[src/rtl/doy_to_date.sv]
// doy_to_date
//   Converts a 1-based day-of-year into (month, day_of_month) by walking the
//   month-length table one month per cycle, subtracting each length from a
//   running remainder until the remainder fits inside the current month.
//
//   Build option: define SYMMETRY_CAL_EN to add the Symmetry calendar
//   (28/35/28 per quarter, leap Dec = 35). Without it, cal_sel is ignored and
//   only the Gregorian table exists.
//
//   Ports
//     clk          in   sole clock, rising edge
//     rst          in   synchronous active-high reset
//     start        in   request, sampled only while idle
//     day_of_year  in   9-bit day of year, 1-based
//     cal_sel      in   0 = Gregorian, 1 = Symmetry
//     leap         in   leap-year flag for the selected calendar
//     busy         out  high while running and during the done cycle
//     done         out  one-cycle completion pulse
//     error        out  day_of_year out of range, valid with done
//     month        out  result month 1..12 (0 on error)
//     day_of_month out  result day 1..35 (0 on error)
//     state_dbg    out  current FSM state (0 IDLE, 1 RUN, 2 DONE)
//
//   Handshake: a request is accepted on a rising edge where start=1 and the
//   block is idle (busy=0). Inputs are latched at that edge; later changes
//   are ignored. Exactly one done pulse follows each accepted request unless
//   rst intervenes. Results hold until the next accepted request or reset.

module doy_to_date (
  input  logic       clk,
  input  logic       rst,
  input  logic       start,
  input  logic [8:0] day_of_year,
  input  logic       cal_sel,
  input  logic       leap,
  output logic       busy,
  output logic       done,
  output logic       error,
  output logic [3:0] month,
  output logic [5:0] day_of_month,
  output logic [1:0] state_dbg
);

  typedef enum logic [1:0] {
    IDLE = 2'd0,
    RUN  = 2'd1,
    DONE = 2'd2
  } state_t;

  state_t     state_q;
  logic [8:0] rem_q;
  logic [3:0] idx_q;
  logic       leap_q;
  logic       busy_q;
  logic       done_q;
  logic       err_q;
  logic [3:0] month_q;
  logic [5:0] dom_q;

  // Gregorian month length for a 1-based month index.
  function automatic logic [5:0] greg_len(input logic [3:0] m, input logic lp);
    logic [5:0] l;
    case (m)
      4'd2:                      l = lp ? 6'd29 : 6'd28;
      4'd4, 4'd6, 4'd9, 4'd11:   l = 6'd30;
      default:                   l = 6'd31;
    endcase
    return l;
  endfunction

`ifdef SYMMETRY_CAL_EN
  logic cal_q;

  // Symmetry month length: the middle month of each quarter is 35 days,
  // the others 28; a leap year stretches December to 35.
  function automatic logic [5:0] sym_len(input logic [3:0] m, input logic lp);
    logic [5:0] l;
    case (m)
      4'd2, 4'd5, 4'd8, 4'd11: l = 6'd35;
      4'd12:                   l = lp ? 6'd35 : 6'd28;
      default:                 l = 6'd28;
    endcase
    return l;
  endfunction
`else
  // Calendar select has no effect in a Gregorian-only build.
  logic unused_cal_sel;
  assign unused_cal_sel = cal_sel;
`endif

  // Year length of the request being presented (used for the range check)
  // and length of the month currently being examined in RUN.
  logic [8:0] year_len;
  logic [5:0] cur_len;
  logic [8:0] rem_d;
  logic       fits;
  logic       doy_bad;

  always_comb begin
    year_len = leap ? 9'd366 : 9'd365;
    cur_len  = greg_len(idx_q, leap_q);
`ifdef SYMMETRY_CAL_EN
    if (cal_sel) begin
      year_len = leap ? 9'd371 : 9'd364;
    end
    if (cal_q) begin
      cur_len = sym_len(idx_q, leap_q);
    end
`endif
    fits    = (rem_q <= {3'b000, cur_len});
    // Only taken when the remainder exceeds the month length, so no underflow.
    rem_d   = rem_q - {3'b000, cur_len};
    doy_bad = (day_of_year == 9'd0) || (day_of_year > year_len);
  end

  always_ff @(posedge clk) begin
    if (rst) begin
      state_q <= IDLE;
      rem_q   <= 9'd0;
      idx_q   <= 4'd0;
      leap_q  <= 1'b0;
      busy_q  <= 1'b0;
      done_q  <= 1'b0;
      err_q   <= 1'b0;
      month_q <= 4'd0;
      dom_q   <= 6'd0;
`ifdef SYMMETRY_CAL_EN
      cal_q   <= 1'b0;
`endif
    end else begin
      case (state_q)
        IDLE: begin
          done_q <= 1'b0;
          busy_q <= 1'b0;
          if (start) begin
            leap_q  <= leap;
`ifdef SYMMETRY_CAL_EN
            cal_q   <= cal_sel;
`endif
            busy_q  <= 1'b1;
            month_q <= 4'd0;
            dom_q   <= 6'd0;
            if (doy_bad) begin
              // Out of range: report immediately without walking the table.
              state_q <= DONE;
              done_q  <= 1'b1;
              err_q   <= 1'b1;
            end else begin
              state_q <= RUN;
              err_q   <= 1'b0;
              rem_q   <= day_of_year;
              idx_q   <= 4'd1;
            end
          end
        end

        RUN: begin
          // The range check guarantees fits is true by month 12.
          if (fits) begin
            state_q <= DONE;
            done_q  <= 1'b1;
            err_q   <= 1'b0;
            month_q <= idx_q;
            dom_q   <= rem_q[5:0];
          end else begin
            rem_q <= rem_d;
            idx_q <= idx_q + 4'd1;
          end
        end

        DONE: begin
          state_q <= IDLE;
          done_q  <= 1'b0;
          busy_q  <= 1'b0;
        end

        default: begin
          state_q <= IDLE;
          done_q  <= 1'b0;
          busy_q  <= 1'b0;
        end
      endcase
    end
  end

  assign busy         = busy_q;
  assign done         = done_q;
  assign error        = err_q;
  assign month        = month_q;
  assign day_of_month = dom_q;
  assign state_dbg    = state_q;

endmodule

[config.mk]
export PLATFORM = sky130hd
export DESIGN_NAME = doy_to_date
export DESIGN_NICKNAME = d
export VERILOG_FILES = /design/src/rtl/doy_to_date.sv
export SDC_FILE = /design/constraint.sdc
export NUM_CORES = 1
export LEC_CHECK = 0
export CORE_MARGIN = 1.5
export CORE_UTILIZATION = 47
export DETAILED_ROUTE_END_ITERATION = 8
export GPL_ROUTABILITY_DRIVEN = 0
export GPL_TIMING_DRIVEN = 0
export PLACE_DENSITY = 0.78
export SKIP_LAST_GASP = 1
export SYNTH_ARGS = -nofsm -noshare
export SYNTH_HDL_FRONTEND = slang
export SYNTH_SLANG_ARGS = --single-unit
[constraint.sdc]
create_clock -name clk -period 2.4 [get_ports clk]
set_input_delay 0.48 -clock clk [delete_from_list [all_inputs] [get_ports clk]]
set_output_delay 0.48 -clock clk [all_outputs]
set_load 0.1 [all_outputs]
Yosys cells after proc, flatten, opt, wreduce, memory -nomap -nowiden
Cells that the tools add are included. Widths: inputs -> output; s select.

Add/sub/neg operators: 2. Order comparisons: 2. Equality and inequality tests: 10. Muxes and demuxes: 30. Reductions and logical operators: 9.

Operator list (count): $mux 9 (3); $mux 4 (5); $pmux 9 s2 (1); $pmux 4 s2 (2); $mux 6 (2); $pmux 6 s2 (1); $gt 9x9->1 (1); $le 9x6->1 (1); $logic_not 9->1 (1); $sub 9x6->9 (1); $eq 4x3->1 const B (2); $eq 4x4->1 const B (2); $mux 2 (4); $ne 2x2->1 const B (4); $pmux 2 s2 (2); $mux 1 (7); $pmux 1 s2 (3); $add 4x1->4 const B (1); $eq 4x2->1 const B (1); $reduce_and 2->1 (2); $reduce_and 4->1 (1); $reduce_or 4->1 (1); $reduce_and 3->1 (1); $eq 2x1->1 const B (1); 3 further kinds (3).

Flip-flop bits (word level): 29. Input bits: 14. Word-level logic and storage cells: 62.

Longest topological paths before layout
Gate-level depths: netlist of run 1.

Word-level depth: 6. Gate-level depth with buffers: 13.

Worst setup path before layout of run 1
Ideal clock, no wire load.

Kind: reg2reg. From: register idx_q[0]. To: register rem_q[3]. Data arrival time: 2.349 ns. Setup slack: -0.045 ns. Stages on the path, launching flop included: 12. Path buffers: 0. Path through: dfxtp_1 > inv_1 > ha_1 > inv_1 > nor3_1 > ha_1 > nor2b_2 > o2111ai_4 > o211ai_4 > nand2b_4 > or4_1 > o311ai_1.

Longest elaborated chain between the ends: 6. Elaborated cells between the ends (all ways): 13. Classes of those cells: add/sub (1); order compare (1); eq/ne (6); mux (3); reduce/logical (2).

RTL lines: start, declared (line 52) `logic [3:0] idx_q;`; start signal, assigned (line 167) `idx_q <= idx_q + 4'd1;`; $eq 4x3->1 or $eq 4x4->1 (tied branches) (line 63) `case (m)`; $reduce_or 4->1 (line 63); $pmux 2 s2 (*) (line 63); $sub 9x6->9 or $le 9x6->1 (tied branches) (line 112, 110); $mux 9 or $ne 2x2->1 (tied branches); $pmux 9 s2 or $reduce_and 4->1 (tied branches); end signal, assigned (line 151) `rem_q <= day_of_year;`; end signal, assigned (line 166) `rem_q <= rem_d;`; end, declared (line 51) `logic [8:0] rem_q;`.

Mark *: on every way between the ends. The rest lies on a longest branch, timed or not. The select of a mux whose other input is x is not followed. A chain may end at the register's enable or synchronous reset.

Worst setup path after layout of run 1
From: register idx_q[1]. To: register idx_q[2].

Longest elaborated chain between the ends: 6. Elaborated cells between the ends (all ways): 13. Classes of those cells: add/sub (1); order compare (1); eq/ne (6); mux (3); reduce/logical (2).

RTL lines: $eq 4x3->1 or $eq 4x4->1 (tied branches) (line 63); $reduce_or 4->1 (line 63); $pmux 2 s2 (line 63); $le 9x6->1 (line 110) `fits = (rem_q <= {3'b000, cur_len});`; $ne 2x2->1 (no source line); $reduce_and 4->1 (no source line).

Several ways; a longest one is shown, not always the timed one. The select of a mux whose other input is x is not followed.

==> flow_metrics.env, run 1 <==
export IMPL_status="finished with violations"
export IMPL_failed_checks="negative setup slack"
export IMPL_grtUsageTotal=0.244
export IMPL_firstDrtPassIters=4
export IMPL_clkLatencyLatePin_ps=330
export IMPL_synth_nets=229
export IMPL_htreeDepth=2
export IMPL_cp_arrival_ps=2630
export IMPL_nets=279
export IMPL_regToRegStartpoint="idx_q[1]"
export IMPL_period_share=1.01
export IMPL_syn_area_per_cell_sq_um=8.24
export IMPL_ctsHoldBuffers=0
export IMPL_cts_root_buf="clkbuf_4"
export IMPL_power_internal_w=0.000945
export IMPL_via_per_inst=5.86
export IMPL_final_util=0.701
export IMPL_diodes=0
export IMPL_yosys_register_bits=29
export IMPL_routed_wl_microns=4880
export IMPL_core_area_sq_um=3390
export IMPL_cp_max_fo=5
export IMPL_cp_start_kind="flip-flop"
export IMPL_layout_commonest_cell="dfxtp_1"
export IMPL_synth_simple_area_share=0.248
export IMPL_fp_dieW_microns=63.1
export IMPL_slew_viol_final=0
export IMPL_min_period_ps=2430
export IMPL_p_seq_frac=0.380
export IMPL_layout_setup_ws_ps=-32.2
export IMPL_num_vias=1777
export IMPL_end_kind="flip-flop"
export IMPL_cp_required_ps=2600
export IMPL_synthFlopType="dfxtp_1"
export IMPL_dp_hpwl_microns=3120
export IMPL_synthMuxAreaShare=0
export IMPL_max_freq_mhz=411
export IMPL_final_hold_violation_count=0
export IMPL_dieArea_sq_um=3980
export IMPL_maxCapViolCount=0
export IMPL_hold_end="day_of_month[1]"
export IMPL_rsz0062_at_grt="yes"
export IMPL_path_class="flip-flop to flip-flop"
export IMPL_portBuffers=27
export IMPL_drtAntennaViolNets=0
export IMPL_grt_pass1_vias=1656
export IMPL_synth_top_family_by_area="compound AO/OA/AOI/OAI gates"
export IMPL_fp_dieH_microns=63.1
export IMPL_ir_drop_v=0.000515
export IMPL_drt_iter0_drc=120
export IMPL_fillCellCount=267
export IMPL_hold_path_startpoint="day_of_month[1]"
export IMPL_reg2reg_depth=12
export IMPL_synth_edf_count=0
export IMPL_p_clk_frac=0.219
export IMPL_grt_pass1_wl_microns=7690
export IMPL_p_comb_frac=0.401
export IMPL_syn_instance_count=206
export IMPL_rows=21
export IMPL_power_w=0.00156
export IMPL_netlist_cell_type_count=47
export IMPL_overflow=0
export IMPL_crit_chain="inv_2 -> ha_4 -> o21ai_2 -> o21ai_2 -> o21ai_1 -> ha_2 -> and2_4 -> o211ai_4 -> nand2b_4 -> buf_4 -> o31ai_1 -> a21oi_1"
export IMPL_wl_per_cell_microns=16.1
export IMPL_worstMarginPinSlew_ps=970
export IMPL_cts_buffers=5
export IMPL_grt_max_degree=11
export IMPL_finClkSkew_ps=10.9
export IMPL_setup_viol=4
export IMPL_place_ws_ps=-549
export IMPL_tritoncts="built"
export IMPL_swShare=0.393
export IMPL_cts_buffer_depth=2
export IMPL_synthesis_area_sq_um=1700
export IMPL_yosysWarnings=0
export IMPL_slowest_delay_ps=390
export IMPL_area_delta_synth_final_pct=39.9
export IMPL_cp_top_family="compound AO/OA/AOI/OAI gates"
export IMPL_worst_hold_path_num_cells=2
export IMPL_power_switching_w=0.000612
export IMPL_clock_sinks=29
export IMPL_reg2reg_to="idx_q[2]"
export IMPL_cpMostUsedCell="o21ai_2"
export IMPL_yosysSeqAreaShare=0.342
export IMPL_holdCritPathClass="flip-flop to flip-flop"
export IMPL_synth_compound_area_share=0.286
export IMPL_async_reset_ff_frac=0
export IMPL_slew_headroom=0.351
export IMPL_num_io_pins=29
export IMPL_drc=0
export IMPL_whs_ps=457
export IMPL_reg2reg_slack_ps=-30
export IMPL_power_density_nw_per_um2=655
export IMPL_layout_common_cells="dfxtp_1 (27), clkdlybuf4s50_1 (25), nand2_1 (23)"
export IMPL_initial_core_util=0.501
export IMPL_timing_critical_path_buf_inv=2
export IMPL_slowest_stage="dfxtp_4"
export IMPL_yosys_area_share_adder=0.0707
export IMPL_p_leak_nw=0.868
export IMPL_clkTransAtPathRegs_ps=100
export IMPL_final_layout_size_suffix_gt1_frac=0.222
export IMPL_tns_ps=-88.0
export IMPL_antenna_found_initial=0
export IMPL_synthXorXnorAreaFrac=0
## metrics by stage
| stage | std cells | cell area [sq um] |
|---|---|---|
| after detailed placement | 279 | 2030 |
| after global placement | 279 | 2030 |
| after global routing | 303 | 2370 |
| after CTS | 297 | 2240 |
| after floorplan | 206 | 1700 |
| final | 303 | 2370 |
## synth_stat cells, types with 2 or more instances
master / count / area share
dfxtp_1: 29 / 0.34
a21oi_1: 24 / 0.071
nand2_1: 23 / 0.051
nand3_1: 19 / 0.056
nor2_1: 11 / 0.024
inv_1: 9 / 0.020
clkbuf_1: 8 / 0.018
ha_1: 8 / 0.059
o21ai_0: 8 / 0.024
nor3_1: 6 / 0.018
a31o_1: 4 / 0.021
o21ai_1: 4 / 0.012
a41o_1: 3 / 0.018
buf_2: 3 / 0.0088
nand4b_1: 3 / 0.015
nor2b_1: 3 / 0.011
o31ai_1: 3 / 0.013
a211oi_1: 2 / 0.0088
a21o_1: 2 / 0.0088
a22oi_1: 2 / 0.0088
and3_1: 2 / 0.0074
nand2b_1: 2 / 0.0074
nor3b_1: 2 / 0.0088
nor4_1: 2 / 0.0074
o211ai_1: 2 / 0.0088
## state kept, by name, summed over array words and instances, names as in the netlist
signal / cells
busy: 1
day_of_month: 6
done: 1
error: 1
idx_q: 4
leap_q: 1
month: 4
rem_q: 9
state_dbg: 2
## area by class of cell
cell class	instances	area, sq um	share of cell area
Tap cell	46	57.6	0.0242
Buffer	12	65.1	0.0274
Inverter	9	36.3	0.0153
Clock buffer	7	65.1	0.0274
Multi-Input combinational cell	157	1170	0.491
Timing Repair Buffer	42	392	0.165
Sequential cell	29	588	0.248
Clock inverter	1	5.00	0.00211
## worst max-delay path by stage
stage / startpoint / end / depth (start not counted) / slack (ps)
floorplan: idx_q[0] / rem_q[3] / 11 / 30
global placement: leap / rem_q[0] / 9 / -510
detailed placement: leap / rem_q[3] / 9 / -550
CTS: idx_q[0] / rem_q[8] / 12 / 1
global route: idx_q[0] / rem_q[2] / 14 / -150
finish: idx_q[1] / idx_q[2] / 12 / -30
## power groups by stage
| stage | Combinational [W] | Sequential [W] | Clock, W |
|---|---|---|---|
| 2_1_floorplan | 0.000295 | 0.000662 | 0 |
| 3_3_place_gp | 0.000487 | 0.000597 | 0 |
| 3_5_place_dp | 0.000493 | 0.000596 | 0 |
| 4_1_cts | 0.000546 | 0.000586 | 0.000344 |
| 5_1_grt | 0.000671 | 0.000598 | 0.000372 |
| 6_report | 0.000624 | 0.000592 | 0.000341 |
## cells by family (layout without fill, tap and decap cells)
group	count (synthesis)	count (layout)
AOI/OAI and AO/OA	67	68
adders and majority gates	9	9
buffers and inverters	21	71
DFF	29	29
and+or+nand+nor	80	80
## repair_timing
action | in CTS | in global routing
pin swaps | 8 | 13
resized for setup | 23 | 23
cloned | 0 | 2
setup buffers | 10 | 4
endpoints found under the hold margin | 0 | 0
setup endpoints to repair | 26 | 25
## tightest hold or removal path, delay by kind of cell (launching register included)
family	cells	cell delay (ps)
compound gates	1	50
flops	1	320
simple gates	1	50
## routing by layer
metal  vias to the layer above  share of wire  global-route usage  wire [microns]
met5                         -              0                   0               0
met4                         0          0.030               0.106             145
met3                        17          0.068              0.0500             331
met2                        77           0.45               0.386            2200
met1                       812           0.45               0.320            2200
li1                        871              -                   -               -
Note: power is estimated with default switching activity, not from simulation.
==> run 2, diff against run 1 <==
Settings changed: CTS_CLUSTER_DIAMETER set to 40, PLACE_DENSITY 0.78 to unset, PLACE_DENSITY_LB_ADDON set to 0.12.
==> flow_metrics.env, run 2 (synthesis gave the netlist of run 1 again) <==
export IMPL_status="finished with violations"
export IMPL_failed_checks="negative setup slack"
export IMPL_p_leak_nw=0.955
export IMPL_initial_core_util=0.501
export IMPL_rsz0062_at_grt="yes"
export IMPL_cp_max_fo=5
export IMPL_top_register="rem_q"
export IMPL_antenna_found_initial=0
export IMPL_portBuffers=27
export IMPL_holdCritPathClass="flip-flop to flip-flop"
export IMPL_drtAntennaViolNets=0
export IMPL_clkTransAtPathRegs_ps=100
export IMPL_fp_dieH_microns=63.1
export IMPL_diodes=0
export IMPL_tns_ps=-482
export IMPL_via_per_inst=5.83
export IMPL_drc=0
export IMPL_core_area_sq_um=3390
export IMPL_ctsHoldBuffers=0
export IMPL_finClkSkew_ps=10.4
export IMPL_whs_ps=459
export IMPL_layout_setup_ws_ps=-79.5
export IMPL_final_hold_violation_count=0
export IMPL_cp_depth=14
export IMPL_cp_start_kind="flip-flop"
export IMPL_dp_hpwl_microns=3290
export IMPL_end_kind="flip-flop"
export IMPL_drt_iter0_drc=138
export IMPL_seqCellArea_sq_um=588
export IMPL_slew_headroom=0.338
export IMPL_path_class="flip-flop to flip-flop"
export IMPL_wl_per_cell_microns=16.4
export IMPL_cp_required_ps=2690
export IMPL_slowest_delay_ps=410
export IMPL_layout_commonest_cell="dfxtp_1"
export IMPL_num_io_pins=29
export IMPL_cp_arrival_ps=2770
export IMPL_firstDrtPassIters=4
export IMPL_ir_drop_v=0.000431
export IMPL_grt_pass1_vias=1746
export IMPL_cp_top_family="compound AO/OA/AOI/OAI gates"
export IMPL_max_freq_mhz=403
export IMPL_routed_wl_microns=5190
export IMPL_grtUsageTotal=0.257
export IMPL_slowest_stage="dfxtp_4"
export IMPL_htreeDepth=2
export IMPL_clkLatencyLatePin_ps=350
export IMPL_maxCapViolCount=0
export IMPL_largest_register_ffs=9
export IMPL_reg2reg_depth=14
export IMPL_period_share=1.03
export IMPL_fillCellCount=230
export IMPL_cpMostUsedCell="o21ai_2"
export IMPL_num_vias=1843
export IMPL_slew_viol_final=0
export IMPL_clock_sinks=29
export IMPL_cts_buffer_depth=2
export IMPL_grt_pass1_wl_microns=8080
export IMPL_fp_dieW_microns=63.1
export IMPL_multiInputGateArea_sq_um=1230
export IMPL_layout_common_cells="dfxtp_1 (27), clkdlybuf4s50_1 (25), buf_4 (22)"
export IMPL_setup_viol=13
export IMPL_power_density_nw_per_um2=642
export IMPL_timing_critical_path_buf_inv=4
export IMPL_crit_chain="inv_4 -> ha_4 -> o21ai_2 -> o21ai_2 -> o21ai_2 -> ha_4 -> nor2b_4 -> o2111ai_4 -> buf_12 -> a31oi_4 -> buf_4 -> buf_4 -> a31o_1 -> o21ai_1"
export IMPL_cts_root_buf="clkbuf_4"
export IMPL_dieArea_sq_um=3980
export IMPL_min_period_ps=2480
export IMPL_nets=292
export IMPL_rows=21
export IMPL_final_layout_size_suffix_gt1_frac=0.319
export IMPL_cts_buffers=5
export IMPL_overflow=0
export IMPL_grt_max_degree=11
export IMPL_area_delta_synth_final_pct=51.9
export IMPL_tritoncts="built"
export IMPL_worstMarginPinSlew_ps=989
export IMPL_worst_hold_path_num_cells=2
==> run 2: power breakdown <==
part           internal (W)  switching [W]  leakage, nW
combinational      0.000305       0.000401        0.675
clock              0.000169       0.000184       0.0413
sequential         0.000527      0.0000697        0.238
==> run 2: cell type report <==
class | instances | area share
clock inverters | 1 | 0.00194
clock buffers | 7 | 0.0252
well taps | 46 | 0.0223
repair buffers | 56 | 0.202
plain buffers | 12 | 0.0267
inverters | 9 | 0.0150
flip-flops and latches | 29 | 0.228
multi-input cells | 156 | 0.479
==> run 2: path summary, 6_finish.rpt <==
kind | from | to | slack, ps
max | idx_q[0] | rem_q[4] | -80
min | day_of_month[1] | day_of_month[1] | 460
max reg2reg | idx_q[0] | rem_q[4] | -80
min reg2reg | day_of_month[1] | day_of_month[1] | 460
==> run 2: tightest hold or removal path: cells and delay by family (launching register included) <==
| family | cells | cell delay (ps) |
|---|---|---|
| compound gates | 1 | 50 |
| flops | 1 | 320 |
| simple gates | 1 | 50 |
==> run 2: metal layers <==
layer | share of wire | track usage | up-vias | wire length, microns
met5 | 0 | 0 | - | 0
met4 | 0.022 | 0.114 | 0 | 112
met3 | 0.066 | 0.0661 | 15 | 341
met2 | 0.49 | 0.426 | 73 | 2520
met1 | 0.43 | 0.312 | 865 | 2210
li1 | - | - | 890 | -
==> run 2: per-stage QoR <==
stage	utilization	cell area [sq um]	worst slack (ps)	power [W]	cells
floorplan	-	1700	31.6	0.000958	206
global placement	0.599	2030	-497	0.00109	279
detailed placement	0.599	2030	-523	0.00109	279
CTS	0.688	2330	-7.57	0.00152	304
global route	0.761	2580	-161	0.00173	316
finish	0.761	2580	-79.5	0.00166	316
==> run 2: timing repair <==
action | CTS | global route
endpoints found under the setup margin | 26 | 24
gates cloned | 0 | 2
pin swaps | 12 | 24
setup buffers | 17 | 10
gates resized for setup | 33 | 39
==> run 3, diff against run 2 <==
Settings changed: CORE_UTILIZATION 47 to 35, HOLD_SLACK_MARGIN set to 0.02.
==> flow_metrics.env, run 3 (synthesis gave the netlist of run 1 again) <==
export IMPL_clkTransAtPathRegs_ps=60
export IMPL_power_w=0.00166
export IMPL_overflow=0
export IMPL_setup_viol=2
export IMPL_drtAntennaViolNets=0
export IMPL_failed_checks="negative setup slack"
export IMPL_p_leak_nw=0.893
export IMPL_cts_root_buf="clkbuf_8"
export IMPL_ir_drop_v=0.000431
export IMPL_antenna_found_initial=0
export IMPL_cp_start_kind="flip-flop"
export IMPL_num_vias=1704
export IMPL_top_usage_layer="met2"
export IMPL_cts_buffer_depth=2
export IMPL_firstDrtPassIters=4
export IMPL_dieArea_sq_um=5280
export IMPL_grtUsageTotal=0.201
export IMPL_final_cell_count_no_fill=310
export IMPL_via_per_inst=5.50
export IMPL_ctsHoldBuffers=0
export IMPL_routed_wl_microns=5090
export IMPL_met3_usage=0.0442
export IMPL_fillCellCount=446
export IMPL_min_period_ps=2410
export IMPL_top_register="rem_q"
export IMPL_dp_hpwl_microns=3430
export IMPL_final_layout_size_suffix_gt1_frac=0.250
export IMPL_maxCapViolCount=0
export IMPL_clkLatencyLatePin_ps=280
export IMPL_slew_viol_final=0
export IMPL_clock_sinks=29
export IMPL_grt_pass1_vias=1656
export IMPL_num_io_pins=29
export IMPL_htreeDepth=2
export IMPL_rows=25
export IMPL_initial_core_util=0.362
export IMPL_status="finished with violations"
export IMPL_layout_common_cells="dfxtp_1 (27), clkdlybuf4s50_1 (23), nand2_1 (22), a21oi_1 (22), nand3_1 (18)"
export IMPL_end_kind="flip-flop"
export IMPL_portBuffers=27
export IMPL_layout_commonest_cell="dfxtp_1"
export IMPL_period_share=1.00
export IMPL_rsz0062_at_grt="yes"
export IMPL_cts_buffers=5
export IMPL_cp_max_fo=5
export IMPL_max_freq_mhz=415
export IMPL_slew_headroom=0.349
export IMPL_layout_setup_ws_ps=-7.78
export IMPL_area_delta_synth_final_pct=46.6
export IMPL_drc=0
export IMPL_tritoncts="built"
export IMPL_largest_register_ffs=9
export IMPL_dp_cells=287
export IMPL_final_hold_violation_count=0
export IMPL_grt_pass1_wl_microns=8050
export IMPL_drt_iter0_drc=129
export IMPL_gr_usage_met1=0.272
export IMPL_diodes=0
export IMPL_core_area_sq_um=4690
export IMPL_cp_required_ps=2590
export IMPL_path_class="flip-flop to flip-flop"
export IMPL_wl_per_cell_microns=16.4
export IMPL_tns_ps=-11.7
export IMPL_worstMarginPinSlew_ps=973
export IMPL_cp_arrival_ps=2600
export IMPL_final_util=0.531
export IMPL_finClkSkew_ps=4.15
export IMPL_power_density_nw_per_um2=666
export IMPL_fp_dieW_microns=72.7
export IMPL_fp_dieH_microns=72.7
export IMPL_nets=279
export IMPL_grt_max_degree=11
export IMPL_use_met2=0.301
export IMPL_holdCritPathClass="flip-flop to flip-flop"
[run 3: cell types whose count changed in the layout (fill, tap and decap cells not counted), sizes merged]
cell           previous run  this run
clkinv                    1         0
dlygate4sd2               2         3
clkdlybuf4s50            25        23
a21oi                    25        26
dlymetal6s2s              0         1
buf                      33        19
[run 3: what timing repair did]
| action | in CTS | in global routing |
|---|---|---|
| gates cloned | 0 | 2 |
| endpoints found under the hold margin | 0 | 0 |
| setup buffers | 10 | 4 |
| pin swaps | 8 | 21 |
| gates resized for setup | 29 | 35 |
| setup endpoints to repair | 26 | 25 |
[run 3: layer usage]
metal	vias up	share of wire	wire, microns
met4	0	0.014	72
met1	805	0.48	2450
met3	5	0.044	225
met5	-	0	0
li1	858	-	-
met2	36	0.46	2350
[run 3: path summary, 6_finish.rpt]
path / slack (ps) / cells past startpoint / end / from
max: -8 / 11 / rem_q[3] / idx_q[0]
min: 450 / 2 / day_of_month[3] / day_of_month[3]
max reg2reg: -8 / 11 / rem_q[3] / idx_q[0]
min reg2reg: 450 / 2 / day_of_month[3] / day_of_month[3]
[run 3: power by group]
part           internal [W]  switching [W]  total, W
combinational      0.000267       0.000387  0.000655
clock              0.000227       0.000181  0.000408
sequential         0.000528      0.0000672  0.000595
total               0.00102       0.000636   0.00166
[run 3: metrics by stage]
| stage | hold slack [ps] | cell area [sq um] | worst slack [ps] |
|---|---|---|---|
| floorplan | 448 | 1700 | 31.6 |
| global placement | 445 | 2040 | -586 |
| detailed placement | 447 | 2040 | -595 |
| CTS | 461 | 2280 | -12.0 |
| global route | 481 | 2490 | -106 |
| finish | 455 | 2490 | -7.78 |
[run 3: cell type report]
class	instances	area, sq um	area share
flip-flops and latches	29	588	0.236
well taps	54	67.6	0.0271
clock buffers	7	86.3	0.0347
inverters	9	41.3	0.0166
plain buffers	12	68.8	0.0276
multi-input cells	157	1240	0.498
repair buffers	42	397	0.159
[run 3: worst max-delay path, cell delays in order, from the launching register on]
cell and delay [ps]:
dfxtp_4 380, inv_4 80, ha_4 150, inv_4 40, nor3_4 210, ha_4 240, buf_6 110, and2_4 160
o211ai_4 320, nand2b_4 110, or4_4 430, o311ai_2 70
